File: config.mk
export PLATFORM = sky130hd
export DESIGN_NAME = bus_slave_port
export DESIGN_NICKNAME = d
export VERILOG_FILES = /design/src/rtl/bus_pkg.sv /design/src/rtl/serial_shift_reg.sv /design/src/rtl/bus_slave_port.sv
export SDC_FILE = /design/constraint.sdc
export NUM_CORES = 1
export LEC_CHECK = 0
export ABC_CLOCK_PERIOD_IN_PS = 2900
export CAP_MARGIN = 15
export CORE_MARGIN = 1.5
export CORE_UTILIZATION = 49
export CTS_CLUSTER_DIAMETER = 30
export CTS_CLUSTER_SIZE = 16
export DETAILED_ROUTE_END_ITERATION = 8
export GPL_TIMING_DRIVEN = 0
export PLACE_DENSITY = 0.76
export SYNTH_ARGS = -nofsm -noshare
export SYNTH_HDL_FRONTEND = slang
export SYNTH_SLANG_ARGS = --single-unit
File: constraint.sdc
create_clock -name CLK -period 2.9 [get_ports CLK]
set_input_delay 0.725 -clock CLK [delete_from_list [all_inputs] [get_ports CLK]]
set_output_delay 0.725 -clock CLK [all_outputs]
set_load 0.005 [all_outputs]
File: src/rtl/bus_pkg.sv
// Shared types and constants for the serial slave bus endpoint.
package bus_pkg;

   typedef enum logic [3:0] {
      IDLE, ADDR, RW, ACK, WDATA, WRITE, RREQ, RWAIT, RDATA, DROP
   } slv_state_e;

   localparam int unsigned ADDR_BITS = 16;
   localparam int unsigned DATA_BITS = 8;
   localparam int unsigned ID_MSB    = 15;
   localparam int unsigned ID_LSB    = 12;

endpackage

File: src/rtl/serial_shift_reg.sv
// LSB-first shift register: serial bits enter at the MSB and move toward bit 0,
// so par_o[0] is both the first bit received and the next bit to send.
module serial_shift_reg #(
   parameter int unsigned WIDTH = 8
) (
   input  logic             clk_i,
   input  logic             rst_i,
   input  logic             load_i,
   input  logic [WIDTH-1:0] load_data_i,
   input  logic             shift_i,
   input  logic             ser_i,
   output logic [WIDTH-1:0] par_o
);

   logic [WIDTH-1:0] data_q;

   always_ff @(posedge clk_i) begin
      if (rst_i) begin
         data_q <= '0;
      end else if (load_i) begin
         data_q <= load_data_i;
      end else if (shift_i) begin
         data_q <= {ser_i, data_q[WIDTH-1:1]};
      end
   end

   assign par_o = data_q;

endmodule

File: src/rtl/bus_slave_port.sv
// Slave endpoint: deserialises address/RW/write data, strobes the local memory,
// and serialises read data back to the master.
module bus_slave_port
   import bus_pkg::*;
#(
   parameter logic [3:0]  SLAVE_ID   = 4'h1,
   parameter int unsigned LOC_AW     = 12,
   parameter int unsigned RD_TIMEOUT = 15
) (
   input  logic              CLK,
   input  logic              RST,
   input  logic              B_VALID,
   input  logic              B_BUS_IN,
   output logic              B_ACK,
   output logic              B_SBSY,
   output logic              B_BUS_OUT,
   output logic              B_BUS_OE,
   output logic              B_ERR,
   output logic [LOC_AW-1:0] S_ADDR,
   output logic [7:0]        S_DOUT,
   output logic              S_WEN,
   output logic              S_REN,
   input  logic [7:0]        S_DIN,
   input  logic              S_RVALID
);

   localparam int unsigned TW = (RD_TIMEOUT > 1) ? $clog2(RD_TIMEOUT) : 1;

   slv_state_e state_q, state_d;
   logic [3:0]    cnt_q, cnt_d;
   logic [TW-1:0] wait_q, wait_d;
   logic          rw_q, rw_d;

   logic                 addr_shift, data_shift, data_load;
   logic [ADDR_BITS-1:0] addr_par;
   logic [DATA_BITS-1:0] data_par;
   logic                 hit, timeout;

   assign hit     = (addr_par[ID_MSB:ID_LSB] == SLAVE_ID);
   assign timeout = (wait_q == TW'(RD_TIMEOUT - 1));

   serial_shift_reg #(.WIDTH(ADDR_BITS)) u_addr_sr (
      .clk_i       (CLK),
      .rst_i       (RST),
      .load_i      (1'b0),
      .load_data_i ('0),
      .shift_i     (addr_shift),
      .ser_i       (B_BUS_IN),
      .par_o       (addr_par)
   );

   // Shared for write data (shift in) and read data (load, then shift out).
   serial_shift_reg #(.WIDTH(DATA_BITS)) u_data_sr (
      .clk_i       (CLK),
      .rst_i       (RST),
      .load_i      (data_load),
      .load_data_i (S_DIN),
      .shift_i     (data_shift),
      .ser_i       (B_BUS_IN),
      .par_o       (data_par)
   );

   always_ff @(posedge CLK) begin
      if (RST) begin
         state_q <= IDLE;
         cnt_q   <= '0;
         wait_q  <= '0;
         rw_q    <= 1'b0;
      end else begin
         state_q <= state_d;
         cnt_q   <= cnt_d;
         wait_q  <= wait_d;
         rw_q    <= rw_d;
      end
   end

   always_comb begin
      state_d    = state_q;
      cnt_d      = cnt_q;
      wait_d     = wait_q;
      rw_d       = rw_q;
      addr_shift = 1'b0;
      data_shift = 1'b0;
      data_load  = 1'b0;
      case (state_q)
         IDLE: begin
            if (B_VALID) begin
               addr_shift = 1'b1;
               cnt_d      = 4'd1;
               state_d    = ADDR;
            end
         end
         ADDR: begin
            if (!B_VALID) begin
               cnt_d   = '0;
               state_d = IDLE;
            end else begin
               addr_shift = 1'b1;
               cnt_d      = cnt_q + 4'd1;
               if (cnt_q == 4'd15) state_d = RW;
            end
         end
         RW: begin
            if (!B_VALID) begin
               state_d = IDLE;
            end else begin
               rw_d    = B_BUS_IN;
               state_d = hit ? ACK : DROP;
            end
         end
         ACK: begin
            cnt_d   = '0;
            state_d = rw_q ? WDATA : RREQ;
         end
         WDATA: begin
            if (!B_VALID) begin
               cnt_d   = '0;
               state_d = IDLE;
            end else begin
               data_shift = 1'b1;
               cnt_d      = cnt_q + 4'd1;
               if (cnt_q == 4'd7) begin
                  cnt_d   = '0;
                  state_d = WRITE;
               end
            end
         end
         WRITE: state_d = IDLE;
         RREQ: begin
            wait_d  = '0;
            state_d = RWAIT;
         end
         RWAIT: begin
            // Data arriving on the timeout cycle takes priority over the error.
            if (S_RVALID) begin
               data_load = 1'b1;
               cnt_d     = '0;
               state_d   = RDATA;
            end else if (timeout) begin
               state_d = IDLE;
            end else begin
               wait_d = wait_q + TW'(1);
            end
         end
         RDATA: begin
            data_shift = 1'b1;
            cnt_d      = cnt_q + 4'd1;
            if (cnt_q == 4'd7) begin
               cnt_d   = '0;
               state_d = IDLE;
            end
         end
         DROP: begin
            if (!B_VALID) state_d = IDLE;
         end
         default: state_d = IDLE;
      endcase
   end

   always_comb begin
      B_ACK     = 1'b0;
      B_SBSY    = 1'b0;
      B_BUS_OUT = 1'b0;
      B_BUS_OE  = 1'b0;
      B_ERR     = 1'b0;
      S_ADDR    = '0;
      S_DOUT    = '0;
      S_WEN     = 1'b0;
      S_REN     = 1'b0;
      case (state_q)
         ACK: begin
            B_ACK  = 1'b1;
            B_SBSY = 1'b1;
         end
         WDATA: B_SBSY = 1'b1;
         WRITE: begin
            B_SBSY = 1'b1;
            S_WEN  = 1'b1;
            S_ADDR = addr_par[LOC_AW-1:0];
            S_DOUT = data_par;
         end
         RREQ: begin
            B_SBSY = 1'b1;
            S_REN  = 1'b1;
            S_ADDR = addr_par[LOC_AW-1:0];
         end
         RWAIT: begin
            B_SBSY = 1'b1;
            B_ERR  = timeout && !S_RVALID;
         end
         RDATA: begin
            B_SBSY    = 1'b1;
            B_BUS_OE  = 1'b1;
            B_BUS_OUT = data_par[0];
         end
         default: ;
      endcase
   end

endmodule
# Word-level counts from Yosys, hierarchy flattened
# Cells that the tools add are included.
[totals] elab_cells=80 output_inout_bits=27 reg_bits=37 inputBits=13
[classes] muxes=37 n_reduce_logical=13 eq_ne=22 addsub=2
[ops] operator="4-bit 2-to-1 mux" count=17
[ops] operator="4-bit one-hot mux with 9 select lines" count=1
[ops] operator="8-bit 2-to-1 mux" count=3
[ops] operator="4-bit one-hot mux with 6 select lines" count=1
[ops] operator="4-bit by 3-bit == test with 1-bit output, second input constant" count=5
[ops] operator="4-bit == test, second input constant" count=4
[ops] operator="12-bit 2-to-1 mux" count=1
[ops] operator="2-bit inequality test, second input constant" count=6
[ops] operator="1-bit 2-to-1 mux" count=11
[ops] operator="3-bit inequality test, second input constant" count=3
[ops] operator="4-bit by 1-bit adder with 4-bit output, second input constant" count=2
[ops] operator="4-bit by 1-bit == test with 1-bit output, second input constant" count=2
[ops] operator="4-bit by 2-bit == test with 1-bit output, second input constant" count=2
[ops] operator="4-bit one-hot mux with 2 select lines" count=1
[ops] operator="3-bit AND reduction" count=2
[ops] operator="6-bit AND reduction" count=1
[ops] operator="6-bit nonzero test" count=1
[ops] operator="6-bit OR reduction" count=1
[ops] operator="4-bit logical NOT" count=1
[ops] operator="2-bit nonzero test" count=2
[ops] operator="2-bit OR reduction" count=2
[ops] operator="2-bit 2-to-1 mux" count=1
[ops] operator="1-bit one-hot mux with 2 select lines" count=1
[ops] operator="2-bit AND reduction" count=1
[ops] operator="2 further kinds" count=2

# Logic depth before layout (Yosys ltp)
[depth] depth_word=4 depth_mapped=7 mapped_depth_nobuf=7

# By module
# From an unflattened synthesis, not the netlist that was laid out.
[hier_totals] cells_unflattened=247 area_unflattened_um2=2260.9
[modules_own_cells] mod="bus_slave_port" instances=1 area_per_inst_um2=1086.0 cells_each=141 seq_area_each_um2=260.2
[modules_own_cells] mod="serial_shift_reg at u_addr_sr" instances=1 area_per_inst_um2=805.8 cells_each=71 seq_area_each_um2=320.3
[modules_own_cells] mod="serial_shift_reg at u_data_sr" instances=1 area_per_inst_um2=369.1 cells_each=35 seq_area_each_um2=160.2

# Least setup slack after synthesis
# Ideal clock, no wire load.
[synth_timing] path_type="reg-to-output" from="register state_q[1]" to="output port S_ADDR[10]" n_path_buf=2 path_stages_with_launch=7 required_ns=2.175 slack_ns=0.889 t_arrival_ns=1.286 cell_sequence="dfxtp_1 > buf_6 > nand2_1 > nor3_4 > nor2_1 > clkbuf_1 > nor2b_1"
[synth_via] elab_chain_cells=3 elab_cells_between_ends=4 cone_classes="eq/ne (2); mux (1); reduce/logical (1)"
[synth_rtl] item="from (decl)" line_no="bus_slave_port.sv:29" source="slv_state_e state_q, state_d;"
[synth_rtl] item="from (signal assigned)" line_no="bus_slave_port.sv:70" source="state_q <= state_d;"
[synth_rtl] item="4-bit by 3-bit == test with 1-bit output" line_no="bus_slave_port.sv:170" source="case (state_q)"
[synth_rtl] item="2-bit OR reduction (no line) (*)"
[synth_rtl] item="12-bit 2-to-1 mux (*)" line_no="bus_slave_port.sv:170"
[synth_rtl] item="to (decl)" line_no="bus_slave_port.sv:19" source="output logic [LOC_AW-1:0] S_ADDR,"
# Every way passes the cells marked *; elsewhere a longest branch is shown, timed or not.

# Worst setup path after layout
[layout_timing] from="register state_q[3]" to="output port S_ADDR[9]"
# Same word-level chain as after synthesis.

==> run_results.csv <==
group,metric,value,unit
yosys,syn_nets,262,
sta,tns,0,ps
finish,final_nets,309,
place,dp_slack,191.1,ps
yosys,syn_avg_cell_area,8.326,um2
yosys,ys_ff_latch,37,
setup_path,regToRegSetupSlack,1190,ps
outcome,status,"finished clean",
setup_path,cp_common_cell,"buf_4",
setup_path,crit_chain,"buf_4 > nor4bb_1 > buf_4 > nor2_1 > buf_4 > nor2b_1 > clkdlybuf4s50_1",
sta,setup_viol,0,
hold_path,min_path_type,"flop to flop",
finish,finalNonFillerCells,343,
yosys,ys_seq_area_share,36.16,%
sta,hold_violations,0,
yosys,synthCells,246,
place,dp.final_hpwl,3147,um
setup_path,endpoint_kind,"output port",
setup_path,crit_slowest_cell,"clkdlybuf4s50_1",
sta,setup_ws,86.43,ps
grt,grt.overflow.total,0,
place,dpl.cell_count,334,
floorplan,die_area,4577,um2
yosys,syn-cell-area,2048,um2
floorplan,rows,23,
floorplan,pin_count,40,
clock_tree,clockBufferDepth,2,
clock_tree,htreeDepth,2,
yosys,synth_ff_type,"dfxtp_1",
sta,fin_crit,2814,ps
hold_path,min_from,"u_addr_sr.par_o[0]",
setup_path,cp_max_fo,10,
routing,wl,4443,um
finish,drive_above_1_share,11.26,%
sta,relSlewSlack,63.40,%
finish,utilization,65.81,%
routing,drt-initial-drc-count,100,
floorplan,die_w,67.66,um
setup_path,crit_buf_inv,4,
sta,skew,4.432,ps
finish,n_antenna_cell,0,
setup_path,critical_path_class,"flop to output port",
yosys,async_flop_share,0,%
routing,wl_per_cell,12.95,um
place,io_buffers,38,
finish,area_growth,28.53,%
setup_path,path_delay_family,"buffers and inverters",
routing,antenna_left,0,
grt,first_global_vias,1591,
setup_path,startpoint_type,"flop",
clock_tree,cts_buffers,5,
routing,viasPerCell,5.341,
clock_tree,clkLatencyLatePin,290,ps
yosys,synthDistinctLibCells,52,
grt,antenna_found_initial,0,
setup_path,max_stage_delay,500,ps
clock_tree,clock-root-buffer,"clkbuf_8",
place,gp_congestion,0.8760,
yosys,synthTopCellsByArea,"dfxtp_1, nand2_1, mux2i_1",
routing,vias,1832,
finish,final_cell_mix,"nand2_1, dfxtp_1, clkdlybuf4s50_1, nor2_1, a21oi_1",
clock_tree,clkTransAtPathRegs,70,ps
yosys,synth_top_area_share,36.16,%
routing,drc,0,
sta,slew_viol_final,0,
routing,first_pass_iters,4,
yosys,synth_top_cell_by_area,"dfxtp_1",
yosys,synth_edf_count,0,
setup_path,r2r_start,"wait_q[0]",
hold_path,hold-path-endpoint,"u_addr_sr.par_o[0]",
floorplan,initial_utilization,51.20,%
finish,final_common_cell,"nand2_1",
sta,period_share,97.02,%
power_and_ir_drop,power_density,409.5,nW/um2
power_and_ir_drop,leakage,1.049,nW
setup_path,cp.arrival,2090,ps
floorplan,die-height,67.66,um
grt,grt_usage,20.92,%
setup_path,ff2ff_path_depth,7,
floorplan,design.core.area,4000,um2
job,cap_violations,0,
clock_tree,cts_tree,"done",
clock_tree,clkSinkCount,37,
sta,hold_ws,461.7,ps
setup_path,required,2170,ps
grt,grt_pass1_wl,7224,um
setup_path,r2r_end,"state_q[2]",
power_and_ir_drop,vdd_drop_max,0.0003006,V
yosys,ys_warn_count,0,
sta,worst_pin_slew,546.7,ps
grt,grt_start_max_net_pins,12,
sta,rsz0062_at_grt,"false",
sta,clock.fmax,355.4,MHz
hold_path,hold-path-cell-count,2,
layout make-up:
type                            instances  area, um2
Buffer                                 20      126.4
Fill cell                             358       1368
Sequential cell                        37      742.0
Inverter                                5      18.77
Multi-Input combinational cell        184       1171
Timing Repair Buffer                   40      407.9
Tap cell                               50      62.56
Clock buffer                            5      68.82
Clock inverter                          2      35.03
stage by stage:
stage	power (W)	area (um2)
after floorplan	0.0006176	2048
after global placement	0.0006558	2491
after detailed placement	0.0006574	2491
after CTS	0.001088	2616
after global routing	0.001121	2633
final	0.001078	2633
routing by layer:
layer,GRT usage [%],wire (um),vias to the layer above
met3,5.500,180,6
met5,0,0,-
met2,33.82,2173,37
met4,6.378,55,0
li1,-,-,939
met1,27.14,2034,850
worst register-to-register path: cells and delay by family, from the launching register on:
family / cells / cell delay [ps]
muxes: 1 / 230
adders and majority gates: 1 / 190
DFF: 1 / 400
and+or+nand+nor: 4 / 750
buffers and inverters: 1 / 70
cells in the mapped netlist, types with 3 or more instances:
cell type and number:
dfxtp_1 37, nand2_1 37, nor2_1 22, a21oi_1 21
nor2b_1 15, mux2i_1 13, and2_1 10, a211oi_1 8
buf_2 7, clkbuf_1 7, nand3_1 6, inv_1 5
nor3_1 4, buf_4 3, buf_6 3, ha_1 3
o21ai_0 3, o21ai_1 3
worst max-delay path by stage:
stage	start	to	depth (start not counted)
floorplan	state_q[1]	S_ADDR[10]	6
global placement	state_q[1]	S_ADDR[1]	7
detailed placement	state_q[1]	S_ADDR[1]	7
CTS	state_q[3]	S_ADDR[1]	7
global route	state_q[3]	S_ADDR[5]	7
finish	state_q[3]	S_ADDR[9]	7
kinds of logic after synthesis:
| family | share of synthesized area (%) |
|---|---|
| DFF | 36.16 |
| xor gates and xnor gates | 0.8554 |
| AOI/OAI and AO/OA | 17.96 |
| adders and majority gates | 1.833 |
| muxes | 6.353 |
| and+or+nand+nor | 30.18 |
| buffers and inverters | 6.658 |
power breakdown:
group	switching (W)	leakage, nW	internal [W]	total, W
logic	0.0000712	0.696	0.0000544	0.000126
registers	0.00000616	0.299	0.000516	0.000522
clock network	0.000180	0.0540	0.000250	0.000430
state kept, by name (all words and copies together) (netlist names):
name,count
cnt_q,4
rw_q,1
state_q,4
u_addr_sr.par_o,16
u_data_sr.par_o,8
wait_q,4
what timing repair did:
| item | 4_1_cts | 5_1_grt |
|---|---|---|
| resized for setup | 3 | 9 |
| buffers inserted | 2 | 0 |
| endpoints found under the setup margin | 10 | 10 |
| pin swaps | 1 | 1 |
| endpoints found under the hold margin | 0 | 0 |
| hold buffers | 0 | 0 |
Power figures use the tool's default switching activity.
